`src/rtl/mac_pkg.sv`:
```
// Shared definitions for the MAC accumulator slice: default widths and the
// job-sequencing FSM state encoding.
package mac_pkg;

    localparam int MAC_DATA_W = 16;
    localparam int MAC_ACC_W  = 24;
    localparam int MAC_LEN_W  = 8;

    typedef enum logic [1:0] {
        IDLE  = 2'd0,
        ACC   = 2'd1,
        DRAIN = 2'd2,
        DONE  = 2'd3
    } mac_state_e;

endpackage

```
`src/rtl/mac_add4.sv`:
```
// Stage 1 of the accumulate pipeline: registered, sign-extended sum of the four
// signed product lanes, carrying the beat's valid and last-of-job flags along.
module mac_add4 import mac_pkg::*; #(
    parameter int DATA_W = MAC_DATA_W
) (
    input  logic                     clk,
    input  logic                     rst_n,
    input  logic                     in_valid,
    input  logic                     in_last,
    input  logic signed [DATA_W-1:0] lane_0,
    input  logic signed [DATA_W-1:0] lane_1,
    input  logic signed [DATA_W-1:0] lane_2,
    input  logic signed [DATA_W-1:0] lane_3,
    output logic                     out_valid,
    output logic                     out_last,
    output logic signed [DATA_W+1:0] sum4
);

    localparam int SUM_W = DATA_W + 2;

    logic                    valid_q, valid_d;
    logic                    last_q, last_d;
    logic signed [SUM_W-1:0] sum_q, sum_d;

    // Two guard bits are enough for four lanes; the sum only updates on a real beat.
    always_comb begin
        valid_d = in_valid;
        last_d  = in_valid && in_last;
        sum_d   = sum_q;
        if (in_valid) begin
            sum_d = {{2{lane_0[DATA_W-1]}}, lane_0}
                  + {{2{lane_1[DATA_W-1]}}, lane_1}
                  + {{2{lane_2[DATA_W-1]}}, lane_2}
                  + {{2{lane_3[DATA_W-1]}}, lane_3};
        end
    end

    always_ff @(posedge clk or negedge rst_n) begin
        if (!rst_n) begin
            valid_q <= 1'b0;
            last_q  <= 1'b0;
            sum_q   <= '0;
        end else begin
            valid_q <= valid_d;
            last_q  <= last_d;
            sum_q   <= sum_d;
        end
    end

    assign out_valid = valid_q;
    assign out_last  = last_q;
    assign sum4      = sum_q;

endmodule

```
`src/rtl/mac_accum.sv`:
```
// Multiply-accumulate job engine: accepts acc_len four-lane product beats,
// accumulates them through a two-stage pipeline and presents a saturated result.
module mac_accum import mac_pkg::*; #(
    parameter int DATA_W = MAC_DATA_W,
    parameter int ACC_W  = MAC_ACC_W,
    parameter int LEN_W  = MAC_LEN_W
) (
    input  logic                     clk,
    input  logic                     rst_n,
    input  logic                     start,
    input  logic [LEN_W-1:0]         acc_len,
    input  logic signed [DATA_W-1:0] product_0,
    input  logic signed [DATA_W-1:0] product_1,
    input  logic signed [DATA_W-1:0] product_2,
    input  logic signed [DATA_W-1:0] product_3,
    input  logic                     prod_valid,
    output logic                     prod_ready,
    output logic [DATA_W-1:0]        ofm,
    output logic                     ofm_valid,
    input  logic                     ofm_ready,
    output logic                     sat,
    output logic                     busy
);

    localparam logic signed [ACC_W-1:0] OFM_MAX =
        {{(ACC_W-DATA_W+1){1'b0}}, {(DATA_W-1){1'b1}}};
    localparam logic signed [ACC_W-1:0] OFM_MIN = ~OFM_MAX;
    localparam logic [DATA_W-1:0] OFM_MAX_D = {1'b0, {(DATA_W-1){1'b1}}};
    localparam logic [DATA_W-1:0] OFM_MIN_D = {1'b1, {(DATA_W-1){1'b0}}};

    mac_state_e state_q, state_d;

    logic [LEN_W-1:0]         len_q, len_d;
    logic [LEN_W-1:0]         beat_cnt_q, beat_cnt_d;
    logic signed [ACC_W-1:0]  acc_q, acc_d;
    logic                     acc_last_q, acc_last_d;
    logic [DATA_W-1:0]        ofm_q, ofm_d;
    logic                     sat_q, sat_d;

    logic                     job_start;
    logic                     beat_accept;
    logic                     beat_is_last;
    logic                     s1_valid;
    logic                     s1_last;
    logic signed [DATA_W+1:0] s1_sum;
    logic signed [ACC_W-1:0]  s1_ext;
    logic                     clip_hi;
    logic                     clip_lo;
    logic [DATA_W-1:0]        clip_val;

    assign job_start    = (state_q == IDLE) && start && (acc_len != '0);
    assign beat_accept  = prod_valid && prod_ready;
    assign beat_is_last = (beat_cnt_q + LEN_W'(1)) == len_q;

    mac_add4 #(
        .DATA_W (DATA_W)
    ) u_add4 (
        .clk       (clk),
        .rst_n     (rst_n),
        .in_valid  (beat_accept),
        .in_last   (beat_is_last),
        .lane_0    (product_0),
        .lane_1    (product_1),
        .lane_2    (product_2),
        .lane_3    (product_3),
        .out_valid (s1_valid),
        .out_last  (s1_last),
        .sum4      (s1_sum)
    );

    assign s1_ext   = ACC_W'(s1_sum);
    assign clip_hi  = acc_q > OFM_MAX;
    assign clip_lo  = acc_q < OFM_MIN;
    assign clip_val = clip_hi ? OFM_MAX_D :
                      clip_lo ? OFM_MIN_D : acc_q[DATA_W-1:0];

    always_ff @(posedge clk or negedge rst_n) begin
        if (!rst_n) begin
            state_q <= IDLE;
        end else begin
            state_q <= state_d;
        end
    end

    // DRAIN waits for the last beat to clear stage 2, so the result sees every beat.
    always_comb begin
        state_d = state_q;
        unique case (state_q)
            IDLE:    if (job_start) state_d = ACC;
            ACC:     if (beat_accept && beat_is_last) state_d = DRAIN;
            DRAIN:   if (acc_last_q) state_d = DONE;
            DONE:    if (ofm_ready) state_d = IDLE;
            default: state_d = IDLE;
        endcase
    end

    always_comb begin
        prod_ready = (state_q == ACC) && (beat_cnt_q < len_q);
        busy       = (state_q != IDLE);
        ofm_valid  = (state_q == DONE);
    end

    always_comb begin
        len_d      = len_q;
        beat_cnt_d = beat_cnt_q;
        acc_d      = acc_q;
        acc_last_d = acc_last_q;
        ofm_d      = ofm_q;
        sat_d      = sat_q;
        if (job_start) begin
            len_d      = acc_len;
            beat_cnt_d = '0;
            acc_d      = '0;
            acc_last_d = 1'b0;
        end
        if (beat_accept) begin
            beat_cnt_d = beat_cnt_q + LEN_W'(1);
        end
        if (s1_valid) begin
            acc_d = acc_q + s1_ext;
            if (s1_last) begin
                acc_last_d = 1'b1;
            end
        end
        // Result is captured once on entry to DONE and then held for the handshake.
        if ((state_q == DRAIN) && acc_last_q) begin
            ofm_d = clip_val;
            sat_d = clip_hi || clip_lo;
        end
    end

    always_ff @(posedge clk or negedge rst_n) begin
        if (!rst_n) begin
            len_q      <= '0;
            beat_cnt_q <= '0;
            acc_q      <= '0;
            acc_last_q <= 1'b0;
            ofm_q      <= '0;
            sat_q      <= 1'b0;
        end else begin
            len_q      <= len_d;
            beat_cnt_q <= beat_cnt_d;
            acc_q      <= acc_d;
            acc_last_q <= acc_last_d;
            ofm_q      <= ofm_d;
            sat_q      <= sat_d;
        end
    end

    assign ofm = ofm_q;
    assign sat = sat_q;

endmodule

```
`config.mk`:
```
export PLATFORM = sky130hd
export DESIGN_NAME = mac_accum
export DESIGN_NICKNAME = d
export VERILOG_FILES = /design/src/rtl/mac_pkg.sv /design/src/rtl/mac_add4.sv /design/src/rtl/mac_accum.sv
export SDC_FILE = /design/constraint.sdc
export NUM_CORES = 1
export LEC_CHECK = 0
export ABC_AREA = 1
export BUFFER_PORTS_ARGS = -buffer_cell sky130_fd_sc_hd__buf_2
export CAP_MARGIN = 20
export CORE_MARGIN = 2
export CORE_UTILIZATION = 30
export CTS_CLUSTER_SIZE = 28
export DETAILED_ROUTE_END_ITERATION = 7
export PLACE_DENSITY_LB_ADDON = 0.3
export SLEW_MARGIN = 40
export SYNTH_ARGS = -nofsm -noshare
export SYNTH_HDL_FRONTEND = slang
export SYNTH_SLANG_ARGS = --single-unit
```
`constraint.sdc`:
```
create_clock -name clk -period 3.2 [get_ports clk]
set_clock_uncertainty 0.1 [all_clocks]
set_input_delay 0.16 -clock clk [delete_from_list [all_inputs] [get_ports clk]]
set_output_delay 0.16 -clock clk [all_outputs]
set_load 0.02 [all_outputs]
```
# Word level (Yosys, flattened, before mapping)
# Index checks and enable logic that the tools add are counted.
dict set report word_totals {
  reg_bits 80
  latch_bits 0
  mem_bits_rw 0
  rom_bits 0
  inputBits 77
  output_inout_bits 20
  wordCells 53
  n_memories 0
}
dict set report op_classes {
  addsub 5
  mul 0
  n_div 0
  order_cmp 3
  eq_ne 8
  shift 0
  muxes 14
  n_bitwise 0
  reduce_logical 13
}
# cell count
set ops {}
lappend ops {{$mux W24} 2}
lappend ops {{$add A18 B18 Y18} 2}
lappend ops {{$mux W16} 2}
lappend ops {{$add A24 B18 Y24} 1}
lappend ops {{$gt A24 B16 Y1 const B} 1}
lappend ops {{$lt A24 B16 Y1 const B} 1}
lappend ops {{$add A16 B16 Y17} 1}
lappend ops {{$mux W8} 2}
lappend ops {{$add A8 B1 Y8 const B} 1}
lappend ops {{$eq A8 B8 Y1} 1}
lappend ops {{$lt A8 B8 Y1} 1}
lappend ops {{$mux W2} 4}
lappend ops {{$pmux W2 S4} 1}
lappend ops {{$reduce_bool A8 Y1} 1}
lappend ops {{$logic_and A1 B1 Y1} 6}
lappend ops {{$reduce_bool A2 Y1} 3}
lappend ops {{$eq A2 B2 Y1 const B} 2}
lappend ops {{$ne A2 B1 Y1 const B} 2}
lappend ops {{$ne A2 B2 Y1 const B} 2}
lappend ops {{$reduce_and A4 Y1} 1}
lappend ops {{$mux W1} 3}
lappend ops {{$eq A2 B1 Y1 const B} 1}
lappend ops {{$logic_not A2 Y1} 1}
lappend ops {{$logic_or A1 B1 Y1} 1}

# Depth between registers and ports, before layout
# Gate-level depths: netlist of run 1.
dict set report logic_depth {
  ltp_word 6
  depth_mapped 19
  ltp_nobuf 19
}

# Modules after synthesis
# From an unflattened synthesis of run 1, not the netlist that was laid out.
dict set report unflattened {
  cells_unflattened 957
  hier_area_um2 6889.1
}
# mod n_inst cells_per_inst area_each_um2 seq_area_each_um2
set modules_own_cells {}
lappend modules_own_cells {mac_accum 1 568 4145.2 1501.4}
lappend modules_own_cells {mac_add4 1 389 2743.9 500.5}

# Least setup slack after synthesis of run 1
# Ideal clock, no wire load.
dict set report synth_path {
  path_type {input to register}
  startpoint {in product_0[0]}
  endpoint {reg u_add4.sum_q[13], in the netlist u_add4.sum4[13]}
  setup_ps 116
  arrival_ps 3130
  required_ps 2984
  setup_slack_ps -147
  stages 19
  n_path_buf 0
  path_cell_list {ha_1 > fa_1 > nand3_1 > nand2_1 > a21boi_1 > o21ai_0 > a31oi_1 > xnor2_1 > fa_1 > ha_1 > a21oi_1 > o21ai_0 > o21bai_1 > nand2_1 > nand2_1 > nor2_1 > nor2_1 > nand2_1 > nand2_1}
}
dict set report synth_between {
  elab_chain_len 3
}
# item line_no
set synth_lines {}
lappend synth_lines {{start: declaration} mac_accum.sv:12} ;# input logic signed [DATA_W-1:0] product_0,
lappend synth_lines {{$add A16 B16 Y17} mac_add4.sv:32} ;# + {{2{lane_1[DATA_W-1]}}, lane_1}
lappend synth_lines {{$add A18 B18 Y18} mac_add4.sv:33} ;# + {{2{lane_2[DATA_W-1]}}, lane_2}
lappend synth_lines {{$add A18 B18 Y18} mac_add4.sv:34} ;# + {{2{lane_3[DATA_W-1]}}, lane_3};
lappend synth_lines {{end signal: assignment} mac_add4.sv:46} ;# sum_q <= sum_d;
lappend synth_lines {{end: declaration} mac_add4.sv:23} ;# logic signed [SUM_W-1:0] sum_q, sum_d;
# No other way between the ends.
# A chain may end at the register's enable or synchronous reset.

# Worst setup path after layout of run 1
dict set report layout_path {
  startpoint {in product_0[0]}
  endpoint {reg u_add4.sum_q[17], in the netlist u_add4.sum4[17]}
}
# Same word-level chain as after synthesis.

==> flow_results.org, run 1 <==
** Critical path
- STA classifies the critical path endpoint as a register.
- Critical path data required time :: 3.34 ns
- Critical path class :: primary input to register
- Crit path arrival time :: 3.12 ns
- CP max FO :: 4
- Worst setup SP type :: primary input

** Placement
- Final estimated routing congestion in global placement :: 0.891
- Once placement finished, the instance area stood at 7980 sq um.
- Count of buffers from port buffering :: 96
- Detail Placement HPWL :: 13.5 mm

** Drt
- Average routed wire per standard cell :: 12.5 um
- Initial DRC count :: 351
- After detailed routing, the number of remaining DRC violations is 0.
- Vias per cell :: 4.63
- Final wirelength :: 16.9 mm
- For this run, the detailed router's first-pass iteration total came to 5.
- Post-route ant nets :: 0
- Via count of the routed design :: 6268

** Clock tree
- Sinks on the clock net :: 80
- TritonCTS built the clock tree.
- Total setup buffers inserted after CTS :: 0
- Clock latency on the worst-skew pair, taken at its later pin, is 0.34 ns.
- In this run the number of H-tree levels came out at 3.
- No sink is reached through more buffers than the 2 on the longest clock path.
- Number of buffers added by the clock tree synthesis step :: 9
- The tree is rooted in a sky130_fd_sc_hd__clkbuf_16.
- Register clock-pin slew on the reported worst setup and hold paths :: 0.06 ns

** Floorplanning
- In this run the horizontal extent of the chip is 153 um.
- The floorplan step defined a die boundary enclosing 23500 sq um.
- The total area inside the core boundary comes to 21800 sq um.
- Std-Cell Rows :: 54
- Die span in y :: 153 um
- Once the floorplan was initialized, standard cells occupied 30.6% of the core.
- I/O pin total :: 97

** Hold path
- The path class of the tightest hold or removal check is primary input to register.

** Logic synthesis
- After synthesis, flip-flops and latches occupy 30.0% of the total area.
- For this run, the leading register cell type out of synthesis is sky130_fd_sc_hd__dfrtp_1.
- Total number of yosys warnings :: 0
- Syn Std Cell Area :: 6670 sq um
- Counting flops and latches in the post-synthesis netlist gives 80.
- Asr flop ratio synth :: 100%
- Count of flip-flops with a built-in enable after synthesis :: 0
- Synthesis produced 899 cells.
- The number of different library cells used by synthesis comes to 40.
- The number of nets in the synthesized netlist is 1065.
- In this run the mean area of a mapped cell was 7.42 sq um.

** Layout
- Post-layout net count :: 1235
- Layout cells sized above 1 :: 20.8%
- The repair_antennas step left the layout with diodes totalling 0.
- The area growth from synthesis to layout is 27.7%.
- Finished Cell Area :: 8520 sq um
- Filler Cells Inserted :: 2212

** Global routing
- Largest net degree at the start of global routing :: 81
- Summed over all layers, the global routing overflow is 0.
- Global-route wire length before repair :: 29.0 mm
- The number of global-route vias before repair is 6184.
- For this run, the total global-route usage over all layers was measured as 14.8%.
- Antenna violations before repair :: 0

** STA
- Count of final setup violators :: 0
- At the pin with the least slew margin, the transition time is 0.751 ns.
- Relative slew slack :: 49.9%
- Setup repair after global routing could not meet its margin everywhere.
- The worst path in the final design needs a cycle of 2.98 ns, including I/O delays and setup.
- Post-route fraction of the period consumed by the critical path :: 93.2%
- The count of pins over their slew limit was 0.
- Setup TNS :: 0 ns
- Hold timing on the final database bottoms out at a slack of 0.110 ns.
- For this run, the top clock speed supported by timing is 0.335 GHz.
- Final hold viol count :: 0

** Job
- Max-cap check violation count :: 0

** Run status
- Status :: completed

** Power and ir drop
- Maximum VDD drop :: 0.330 mV
- Ratio of total power to cell area :: 788 nW/um^2
- In this run the static leakage power is 4.44 nW.
[metal layers]
layer	track usage (%)	wire, um	vias to the layer above
li1	-	-	3337
met1	21.7	8910	2779
met2	22.0	6900	134
met3	3.01	845	18
met4	4.14	292	0
met5	0	0	-
[where the power goes]
part | switching, W | internal, W | leakage [nW] | total (W)
clock network | 0.000422 | 0.000568 | 0.135 | 0.000990
logic | 0.00235 | 0.00169 | 3.26 | 0.00404
registers | 0.000345 | 0.00134 | 1.05 | 0.00169
[repair_timing]
action                     in CTS  in global routing
hold buffers                    9                  0
setup endpoints to repair       0                 10
hold endpoints to repair       88                  0
gates resized for setup         0                 34
[cell type report]
class	count	area (sq um)	area share, %
clock buffer	12	256	3.01
clock inverter	4	28.8	0.338
inverter	93	352	4.12
multi-input combinational	713	4460	52.3
sequential	80	2000	23.5
tap	280	350	4.11
timing repair buffer	172	1080	12.7
[metrics by stage]
step	total power [W]	cells	util, %	setup WS [ns]
after detailed placement	0.00558	1329	36.6	-0.352
after floorplan	0.00433	899	-	0.00658
after global placement	0.00553	1329	36.5	-0.264
after CTS	0.00661	1354	38.3	0.00200
after global routing	0.00746	1354	39.1	-0.0386
final	0.00672	1354	39.1	0.217
[critical path, cell delays in order]
cell,delay (ns)
sky130_fd_sc_hd__buf_2,0.11
sky130_fd_sc_hd__ha_4,0.16
sky130_fd_sc_hd__fa_2,0.36
sky130_fd_sc_hd__nand3_2,0.07
sky130_fd_sc_hd__nand2_2,0.08
sky130_fd_sc_hd__nand3_2,0.07
sky130_fd_sc_hd__nand4_1,0.12
sky130_fd_sc_hd__a31oi_1,0.23
sky130_fd_sc_hd__xor2_1,0.21
sky130_fd_sc_hd__fa_1,0.48
sky130_fd_sc_hd__ha_4,0.32
sky130_fd_sc_hd__inv_4,0.05
sky130_fd_sc_hd__o21bai_4,0.16
sky130_fd_sc_hd__a21oi_2,0.07
sky130_fd_sc_hd__o21bai_1,0.19
sky130_fd_sc_hd__a21oi_2,0.05
sky130_fd_sc_hd__nand2_1,0.07
sky130_fd_sc_hd__nand2_1,0.04
sky130_fd_sc_hd__nand3_1,0.06
sky130_fd_sc_hd__nand2_1,0.05
[registers in the layout (all words and copies together), names as in the netlist]
signal            cells
u_add4.out_last       1
u_add4.sum4          18
sat                   1
acc_q                24
ofm                  16
len_q                 8
beat_cnt_q            8
u_add4.out_valid      1
state_q               2
acc_last_q            1
[worst paths after layout]
path                                                  from                     endpoint  slack [ns]  cells past startpoint
worst max-delay path                          product_0[0]  u_add4.sum4[17]$_DFFE_PN0P_        0.22                     20
worst min-delay path                            prod_valid    u_add4.out_last$_DFF_PN0_        0.11                      3
worst max register to register  u_add4.sum4[0]$_DFFE_PN0P_        acc_q[10]$_DFFE_PN0P_        0.86                      9
worst min register to register          ofm[2]$_DFFE_PN0P_           ofm[2]$_DFFE_PN0P_        0.38                      2
max in group asynchronous                            rst_n          ofm[10]$_DFFE_PN0P_        2.16                      2
min in group asynchronous                            rst_n         len_q[3]$_DFFE_PN0P_        0.31                      2
[synthesized netlist by cell type (7+ instances only)]
master	number	area, sq um
sky130_fd_sc_hd__o21ai_0	67	335
sky130_fd_sc_hd__nand4_1	7	43.8
sky130_fd_sc_hd__nor2_1	77	289
sky130_fd_sc_hd__dfrtp_1	80	2000
sky130_fd_sc_hd__ha_1	69	863
sky130_fd_sc_hd__nor3_1	10	50.1
sky130_fd_sc_hd__xnor2_1	13	114
sky130_fd_sc_hd__buf_2	8	40.0
sky130_fd_sc_hd__nor4_1	7	43.8
sky130_fd_sc_hd__inv_1	92	345
sky130_fd_sc_hd__a21oi_1	66	330
sky130_fd_sc_hd__fa_1	20	400
sky130_fd_sc_hd__nand3_1	56	280
sky130_fd_sc_hd__xor2_1	18	158
sky130_fd_sc_hd__nand2_1	247	927
sky130_fd_sc_hd__o21bai_1	7	52.6
[placed cells by master (no fill, tap or decap), types with 2 or more instances in the layout]
cell,instances
sky130_fd_sc_hd__nand2_2,3
sky130_fd_sc_hd__nor2_2,3
sky130_fd_sc_hd__fa_1,19
sky130_fd_sc_hd__xnor2_1,13
sky130_fd_sc_hd__o21bai_2,3
sky130_fd_sc_hd__clkinvlp_4,2
sky130_fd_sc_hd__nor4_1,7
sky130_fd_sc_hd__o21ai_0,63
sky130_fd_sc_hd__a21boi_2,2
sky130_fd_sc_hd__xor2_1,17
sky130_fd_sc_hd__ha_1,63
sky130_fd_sc_hd__nand4_1,7
sky130_fd_sc_hd__o21bai_4,2
sky130_fd_sc_hd__dlygate4sd3_1,9
sky130_fd_sc_hd__o21ai_2,3
sky130_fd_sc_hd__a21o_1,6
sky130_fd_sc_hd__nor2_1,76
sky130_fd_sc_hd__or2_2,2
sky130_fd_sc_hd__nor3_1,7
sky130_fd_sc_hd__nand3_1,54
sky130_fd_sc_hd__a31oi_1,3
sky130_fd_sc_hd__o21ai_1,5
sky130_fd_sc_hd__a211oi_1,3
sky130_fd_sc_hd__o22ai_1,6
sky130_fd_sc_hd__nor3_2,3
sky130_fd_sc_hd__a22o_1,3
sky130_fd_sc_hd__dfrtp_1,80
sky130_fd_sc_hd__buf_4,67
sky130_fd_sc_hd__nand2_1,246
sky130_fd_sc_hd__a21oi_2,8
sky130_fd_sc_hd__ha_4,6
sky130_fd_sc_hd__inv_1,91
sky130_fd_sc_hd__o21bai_1,4
sky130_fd_sc_hd__clkbuf_16,9
sky130_fd_sc_hd__a21oi_1,58
sky130_fd_sc_hd__buf_2,95
sky130_fd_sc_hd__nand3_2,2
sky130_fd_sc_hd__clkbuf_8,2
sky130_fd_sc_hd__nand3b_1,6
[cell families (layout without fill, tap and decap cells)]
kind of cell	count (synthesis)	after routing	synth area share (%)
flops	80	80	30.0
buf+inv	106	281	6.11
xor+xnor	31	31	4.07
compound gates	175	175	14.9
mux	1	1	0.169
simple gates	417	417	25.8
fa+ha+maj	89	89	18.9
Power figures use the tool's default switching activity.
==> run 2: changes to the inputs <==
- CORE_UTILIZATION: 30 -> 35
- GPL_TIMING_DRIVEN: unset -> 0
==> run 2 against run 1 <==
Worst hold slack lost 0.10 ns; highest routed layer unchanged; critical endpoint is now u_add4.sum4[14]$_DFFE_PN0P_; critical path type unchanged; register-to-register slack gained 0.02 ns; cell area shrank 4.4%.
==> flow_results.org, run 2 (synthesis gave the netlist of run 1 again) <==
** Placement
- The cell total after placement is 1230 (-7.4%).
- The final estimated routing congestion in global placement came to 0.878 (-1.4%).
- The count of buffers inserted at the top-level ports is 96 (unchanged).
- Detail Placement HPWL :: 13.1 mm (-2.6%)

** Floorplanning
- The die area is 20200 sq um (-14%).
- Die span in y :: 142 um (-7.2%)
- Std-Cell Rows :: 50 (-7.4%)
- The initial core utilization is 35.7% (+5.1 points).
- Die width :: 142 um (-7.2%)
- I/O pin total :: 97 (unchanged)
- The area of the core came to 18700 sq um (-14%).

** Critical path
- The peak fanout along the critical path came to 5 (+1).
- The arrival time at the worst endpoint came to 3.21 ns (+0.09 ns).
- Worst setup SP type :: primary input
- Critical path class :: primary input to register
- Critical path data required time :: 3.32 ns (-0.02 ns)
- Critical Path Sink Type :: register

** Clock tree
- Clock Root Buffer :: sky130_fd_sc_hd__clkbuf_16
- Maximum buffer depth of the clock tree :: 2 (unchanged)
- The register clock-pin slew on the reported worst setup and hold paths is 0.06 ns (about the same).
- H-tree lvl count :: 3 (unchanged)
- Number of buffers added by the clock tree synthesis step :: 9 (unchanged)
- Sinks on the clock net :: 80 (unchanged)
- Clock tree from TritonCTS :: built
- Worst-skew pair later-pin latency :: 0.34 ns (about the same)

** Power and ir drop
- Lkg Pwr :: 4.19 nW (-5.5%)
- The total internal power came to 0.00337 W (-6.5%).
- Part of the power in combinational logic :: 59.6% (-0.5 points)
- Ratio of total power to cell area :: 795 nW/um^2 (+0.93%)
- Sequential Power Share :: 25.9% (+0.8 points)
- The switching component of the power is 0.00312 W (about the same).
- The net switching share of the total power came to 48.1% (+1.7 points).
- The largest vdd supply drop was 0.246 mV (-25%).
- The share of total power in the clock network was 14.5% (-0.2 points).

** Layout
- Most frequent cells in the layout :: sky130_fd_sc_hd__nand2_1, sky130_fd_sc_hd__buf_2, sky130_fd_sc_hd__inv_1
- Max reg flops :: 24 (unchanged)
- Layout cells sized above 1 :: 18.0% (-2.8 points)
- Post-layout net count :: 1183 (-4.2%)
- Layout-stage area growth over the synthesis result :: 22.1%
- Most common cell after layout, fill and taps aside :: sky130_fd_sc_hd__nand2_1
- Ant diodes :: 0 (unchanged)
- Most flops, register :: acc_q
- The number of standard cells in the layout, taps in and fillers out was 1256 (-7.2%).

** Drt
- The detailed-route DRC error count was 0 (unchanged).
- Detailed-routed wire length on met2 :: 7.05 mm (+2.1%)
- Initial DRC count :: 394 (+12%)
- First-pass DRT Iterations :: 5 (unchanged)
- Total met3 wirelength after detailed routing :: 680 um (-20%)
- The number of routed nets with antenna violations was 0 (unchanged).
- Via count of the routed design :: 6163 (-1.7%)
- Met1 Wirelength :: 8.50 mm (-4.6%)
- In this run the top signal layer used is met4.
- Final wirelength :: 16.6 mm (-2.3%)
- The average vias per placed instance came to 4.91 (+6.0%).
- Average routed wire per standard cell :: 13.2 um (+5.3%)

** Global routing
- Final global-route overflow total :: 0 (unchanged)
- The number of global-route vias before repair is 5966 (-3.5%).
- The first-pass GRT wire length was 27.6 mm (-4.8%).
- The overall routing resource usage was 16.6% (+1.8 points).
- Antenna violations before repair :: 0 (unchanged)
- The largest net degree at the start of global routing was 49 (-40%).

** STA
- Setup TNS :: 0 ns (unchanged)
- The worst slew slack as a fraction of its limit came to 56.4% (+6.4 points).
- The count of pins over their slew limit was 0 (unchanged).
- The fraction of the cycle the final worst path needs is 96.5% (+3.3 points).
- Hold_ws :: 0.00568 ns (-0.104 ns)
- Minimum clock period after layout :: 3.09 ns (+0.104 ns)
- The final setup violation count is 0 (unchanged).
- The highest achievable clock rate is 0.324 GHz (-3.4%).
- Transition at the pin with the smallest max-transition slack :: 0.655 ns (-0.0966 ns)
- The final count of hold timing violations is 0 (unchanged).

** Hold path
- In this run the worst hold path is classified as primary input to register.

** Job
- Max-cap check violation count :: 0 (unchanged)

** Run status
- Status :: completed
## run 2: cell types whose count changed in the layout (fill, tap and decap cells not counted), sizes merged
cell / delta
clkbuf: +5
dlygate4sd3: -3
clkinvlp: -1
buf: -53
## run 2: layer usage
metal  track usage (%)  up-vias
met3              2.19       26
met1              23.9     2737
li1                  -     3235
met4              4.68        0
met5                 0        -
met2              26.2      165
## run 2: critical path: stages
cell and delay (ns):
sky130_fd_sc_hd__buf_6 0.10, sky130_fd_sc_hd__ha_4 0.16, sky130_fd_sc_hd__fa_2 0.37, sky130_fd_sc_hd__nand3_2 0.11, sky130_fd_sc_hd__nand2_4 0.07, sky130_fd_sc_hd__nand3_2 0.07
sky130_fd_sc_hd__nand4_1 0.19, sky130_fd_sc_hd__buf_4 0.22, sky130_fd_sc_hd__xor2_1 0.14, sky130_fd_sc_hd__fa_1 0.38, sky130_fd_sc_hd__ha_2 0.42, sky130_fd_sc_hd__nand2_1 0.12
sky130_fd_sc_hd__inv_1 0.08, sky130_fd_sc_hd__nand2_1 0.07, sky130_fd_sc_hd__nor3_2 0.11, sky130_fd_sc_hd__o21ai_1 0.15, sky130_fd_sc_hd__nand2_1 0.11, sky130_fd_sc_hd__nand2_1 0.05
sky130_fd_sc_hd__nand3_1 0.07, sky130_fd_sc_hd__nand2_1 0.05
## run 2: layout make-up
class                   count  area [sq um]
fillers                  1870         10600
repair buffers            107           617
clock buffers              13           250
inverters                  93           352
clock inverters             3          17.5
plain buffers              13          58.8
flip-flops and latches     80          2000
well taps                 234           293
multi-input cells         713          4560
## run 2: final timing paths
| check | endpoint | cells past startpoint | startpoint | slack [ns] |
|---|---|---|---|---|
| setup / recovery | u_add4.sum4[14]$_DFFE_PN0P_ | 20 | product_1[0] | 0.11 |
| hold / removal | len_q[6]$_DFFE_PN0P_ | 3 | acc_len[6] | 0.006 |
| setup reg to reg | acc_q[10]$_DFFE_PN0P_ | 9 | acc_q[0]$_DFFE_PN0P_ | 0.88 |
| hold reg to reg | ofm[11]$_DFFE_PN0P_ | 2 | ofm[11]$_DFFE_PN0P_ | 0.37 |
| max in group asynchronous | ofm[10]$_DFFE_PN0P_ | 3 | rst_n | 2.29 |
| min in group asynchronous | len_q[2]$_DFFE_PN0P_ | 2 | rst_n | 0.17 |
## run 2: timing repair
| action | in CTS | in global routing |
|---|---|---|
| resized for setup | 6 | 59 |
| pin swaps | 3 | 31 |
| hold endpoints to repair | 85 | 0 |
| buffers inserted | 1 | 3 |
| hold buffers | 6 | 0 |
| setup endpoints to repair | 5 | 9 |
## run 2: through the flow
| stage | area (sq um) | total power (W) | util [%] | setup slack (ns) |
|---|---|---|---|---|
| 4_1_cts | 7860 | 0.00626 | 42.0 | 0.00143 |
| 3_5_place_dp | 7500 | 0.00524 | 40.1 | -0.457 |
| 6_report | 8150 | 0.00648 | 43.6 | 0.112 |
| 5_1_grt | 8150 | 0.00714 | 43.6 | -0.0853 |
| 2_1_floorplan | 6690 | 0.00433 | - | 0.00658 |
| 3_3_place_gp | 7470 | 0.00518 | 39.9 | -0.436 |
## run 2: power groups by stage
stage	sequential (W)	clock, W	combinational, W
detailed placement	0.00169	0	0.00356
global route	0.00171	0.00100	0.00443
finish	0.00168	0.000942	0.00386
global placement	0.00168	0	0.00350
floorplan	0.00156	0	0.00276
CTS	0.00167	0.000963	0.00362
==> run 3: changes to the inputs <==
- ABC_AREA: 1 -> unset
==> run 3 against run 2 <==
Total power is 1.7% higher; largest power group unchanged; die area hardly changed; the flow now finishes with violations (setup timing); maximum frequency is 13% lower; global-route usage is 0.18 points higher; synthesized area hardly changed; critical path depth is 2 lower; final cell count is 8.8% lower; synthesized cell count is 14% lower; non-clock buffer count is 24 higher; via count is 4.3% lower; clock power is 10% higher; worst setup slack worse by 0.48 ns.
==> flow_results.org, run 3 <==
** Run status
- The run finished, with violations left.
- The final reports fail on setup timing.

** Logic synthesis
- Fraction of synthesized cell area in xor and xnor cells :: 6.04% (+2.0 points)
- The number of enable flip-flop cells after synthesis is 0 (unchanged).
- sky130_fd_sc_hd__nand2_1 is the most common cell in the netlist.
- Post-synthesis mux area share :: 1.59% (+1.4 points)
- Asr flop ratio synth :: 100% (unchanged)
- Synthesized-area fraction occupied by and/or/nand/nor cells :: 16.3% (-9.5 points)
- The warning count from the yosys run came to 0 (unchanged).
- After synthesis, the most frequently instantiated cells are sky130_fd_sc_hd__nand2_1, sky130_fd_sc_hd__o21ai_0, sky130_fd_sc_hd__dfrtp_1.
- Of all cell types, the one taking the most synthesized area is sky130_fd_sc_hd__dfrtp_1.
- The synthesized cell area was 6680 sq um (about the same).
- After synthesis, the largest family of logic cells by area is compound AO/OA/AOI/OAI gates.
- Dominant register cell in the synthesized netlist :: sky130_fd_sc_hd__dfrtp_1
- The average size of a mapped cell is 8.62 sq um (+16%).
- Post-synthesis compound-gate area fraction :: 22.9% (+8.0 points)
- Number of register bits inferred by synthesis :: 80 (unchanged)
- The arithmetic-cell share of the synthesized area counting full adders, half adders and majority gates came to 18.9% (about the same).
- The share of Yosys cell area claimed by the top area cell type was 30.0% (about the same).
- Number of distinct library cells after synthesis :: 63 (+57%)
- Part of the Yosys area used for sequential elements :: 30.0% (about the same)
- Ranked by total cell area, the synthesized netlist is headed by sky130_fd_sc_hd__dfrtp_1, sky130_fd_sc_hd__ha_1, sky130_fd_sc_hd__o21ai_0, sky130_fd_sc_hd__fa_1, sky130_fd_sc_hd__nand2_1.
- Nets in the synthesized netlist :: 940 (-12%)
- The gate count of the mapped netlist is 774 (-14%).

** Clock tree
- CTS placed an instance of sky130_fd_sc_hd__clkbuf_16 at the clock tree root.
- Register clock-pin slew on the reported worst setup and hold paths :: 0.06 ns (about the same)
- Maximum buffer depth of the clock tree :: 2 (unchanged)
- Sinks on the clock net :: 80 (unchanged)
- Clock tree from TritonCTS :: built
- Worst-skew pair later-pin latency :: 0.34 ns (about the same)
- The level count of the clock H-tree came to 3 (unchanged).
- Number of buffers added by the clock tree synthesis step :: 9 (unchanged)

** Drt
- Average routed wire per standard cell :: 14.4 um (+8.9%)
- First-pass DRT Iterations :: 4 (-1)
- Vias per cell :: 5.15 (+5.0%)
- Initial DRC count :: 223 (-43%)
- Final wirelength :: 16.4 mm (-0.69%)
- The total via count after detailed routing was 5899 (-4.3%).
- DRC errors left :: 0 (unchanged)
- Post-route ant nets :: 0 (unchanged)

** STA
- The actual slew at the worst max-slew pin is 0.754 ns (+0.0996 ns).
- Setup repair after global routing could not meet its margin everywhere.
- Minimum clock period after layout :: 3.56 ns (+0.477 ns)
- Highest achievable clock rate :: 0.281 GHz (-13%)
- The final worst slack is -0.365 ns (-0.477 ns).
- Hold_ws :: 0.0927 ns (+0.0870 ns)
- Post-route fraction of the period consumed by the critical path :: 111% (+15 points)
- The final count of hold timing violations came to 0 (unchanged).
- The final setup violation count came to 9 (+9).
- The final total negative setup slack is -1.77 ns (-1.77 ns).
- The count of pins over their slew limit came to 0 (unchanged).
- Relative slew slack :: 49.1% (-7.3 points)

** Layout
- Layout cells sized above 1 :: 20.3% (+2.3 points)
- Compared with the post-synthesis result, the final layout area differs by 24.0%.
- Util after Layout :: 44.2% (+0.68 points)
- Sequential Area :: 2000 sq um (unchanged)
- The number of flip-flops in the largest register came to 24 (unchanged).
- In the layout the commonest cells are sky130_fd_sc_hd__nand2_1, sky130_fd_sc_hd__buf_2, sky130_fd_sc_hd__o21ai_0.
- The post-layout net count was 1072 (-9.4%).
- The antenna diode instance count is 0 (unchanged).
- The library cell used most frequently in the layout, excluding fill and tap cells, is sky130_fd_sc_hd__nand2_1.
- The area taken by multi-input logic gates is 4680 sq um (+2.6%).
- Ranked by flip-flop count, first place goes to acc_q.
- The fill cell total of the finished layout was 1840 (-1.6%).
- The number of standard cells in the layout, taps in and fillers out came to 1145 (-8.8%).

** Floorplanning
- The number of placed I/O pins is 97 (unchanged).
- Std-Cell Rows :: 50 (unchanged)
- Area of the core :: 18700 sq um (unchanged)
- The overall die width was 142 um (about the same).
- The height of the die was 142 um (about the same).
- The die area was 20200 sq um (about the same).
- The initial core utilization was 35.7% (about the same).

** Global routing
- Global routing usage summed across all routing layers :: 16.8% (+0.18 points)
- The number of antenna violations at the first check in global routing was 0 (unchanged).
- The number of global-route vias before repair was 5829 (-2.3%).
- The total grt overflow was 0 (unchanged).
- The first-pass GRT wire length came to 27.8 mm (+0.52%).
- Largest net degree at the start of global routing :: 44 (-10%)

** Critical path
- Critical path data required time :: 3.38 ns (+0.06 ns)
- CP max FO :: 3 (-2)
- Stage delay of the slowest cell on the critical path :: 0.47 ns (+0.05 ns)
- Register-to-register setup slack :: 0.38 ns (-0.50 ns)
- Crit path arrival time :: 3.74 ns (+0.53 ns)
- Critical Path Sink Type :: register
- Slowest cell on the critical path :: sky130_fd_sc_hd__fa_1
- Critical-path cell list :: buf_6 -> ha_4 -> fa_2 -> a21o_1 -> a21oi_4 -> o21bai_1 -> a21oi_2 -> o21bai_1 -> xnor2_1 -> fa_1 -> ha_4 -> a21o_1 -> a21o_1 -> a2111oi_4 -> o211a_1 -> nor3_2 -> a311o_1 -> nand3_1
- The setup path with the least slack is of type primary input to register.
- Most common cell on crit path :: sky130_fd_sc_hd__a21o_1
- STA classifies the critical path startpoint as a primary input.

** Power and ir drop
- The net switching share of the total power is 44.4% (-3.7 points).
- Ratio of total power to cell area :: 797 nW/um^2 (+0.15%)
- Clock network fraction of design power :: 15.8% (+1.3 points)
- The reported leakage power is 3.92 nW (-6.6%).
- The sequential share of power was 24.6% (-1.3 points).
- The switching component of the power is 0.00292 W (-6.2%).
- Internal Dissipation :: 0.00367 W (+9.0%)
- The largest vdd supply drop is 0.344 mV (+40%).
- Part of the power in combinational logic :: 59.6% (about the same)

** Placement
- The cell total after placement was 1105 (-10%).
- The placed wire-length estimate after detailed placement is 12.8 mm (-2.9%).
- Final estimated routing congestion in global placement :: 0.845 (-3.8%)
- The count of buffers inserted at the top-level ports is 96 (unchanged).

** Job
- Max-cap check violation count :: 0 (unchanged)

** Hold path
- The worst hold path belongs to the class primary input to register.
run 3: cells by family (layout without fill, tap and decap cells):
kind of cell / Yosys count / count (layout)
AO/OA/AOI/OAI: 248 / 248
AND/OR/NAND/NOR: 227 / 227
buffers and inverters: 74 / 211
multiplexers: 10 / 10
XOR/XNOR: 46 / 46
flip-flops: 80 / 80
adder cells (fa/ha/maj): 89 / 89
run 3: per-stage QoR:
step | total power, W | area (sq um) | setup WS [ns]
2_1_floorplan | 0.00449 | 6800 | -0.406
3_3_place_gp | 0.00527 | 7570 | -0.894
3_5_place_dp | 0.00531 | 7600 | -0.900
4_1_cts | 0.00651 | 8160 | -0.339
5_1_grt | 0.00723 | 8280 | -0.540
6_report | 0.00659 | 8280 | -0.365
run 3: timing repair:
action	CTS	global route
setup buffers	9	6
setup endpoints to repair	7	10
endpoints found under the hold margin	81	0
hold buffers	9	0
cloned	0	0
gates resized for setup	22	16
pin swaps	18	17
run 3: power groups by stage:
| stage | logic, W | registers (W) | clock network (W) |
|---|---|---|---|
| after detailed placement | 0.00368 | 0.00164 | 0 |
| after global placement | 0.00364 | 0.00163 | 0 |
| final | 0.00393 | 0.00162 | 0.00104 |
| after global routing | 0.00446 | 0.00166 | 0.00110 |
| after CTS | 0.00383 | 0.00162 | 0.00106 |
| after floorplan | 0.00298 | 0.00151 | 0 |
run 3: cell type report:
class,instances,share of cell area (%)
multi-input combinational,620,56.5
sequential,80,24.2
timing repair buffer,121,8.72
tap,234,3.54
clock buffer,10,2.77
inverter,51,2.31
buffer,23,1.10
clock inverter,6,0.831
run 3: critical path, delay by kind of cell:
kind / cells / cell delay, ns
buffers and inverters: 1 / 0.10
adder cells (fa/ha/maj): 4 / 1.22
AND/OR/NAND/NOR: 2 / 0.14
AO/OA/AOI/OAI: 10 / 1.95
XOR/XNOR: 1 / 0.17
run 3: worst paths after layout:
kind                                       from                     endpoint  cells past startpoint
min reg2reg                  ofm[8]$_DFFE_PN0P_           ofm[8]$_DFFE_PN0P_                      2
max in group asynchronous                 rst_n        acc_q[18]$_DFFE_PN0P_                      3
max                                product_0[0]  u_add4.sum4[17]$_DFFE_PN0P_                     18
max reg2reg                acc_q[0]$_DFFE_PN0P_        acc_q[16]$_DFFE_PN0P_                      9
min in group asynchronous                 rst_n    beat_cnt_q[5]$_DFFE_PN0P_                      2
min                                  prod_valid    u_add4.out_last$_DFF_PN0_                      3
run 3: metal layers:
metal	up-vias	part of all wire (%)	track usage, %
li1	3041	-	-
met1	2730	51	23.8
met2	116	44	27.2
met3	12	3.9	2.29
met4	0	1.1	4.21
met5	-	0	0
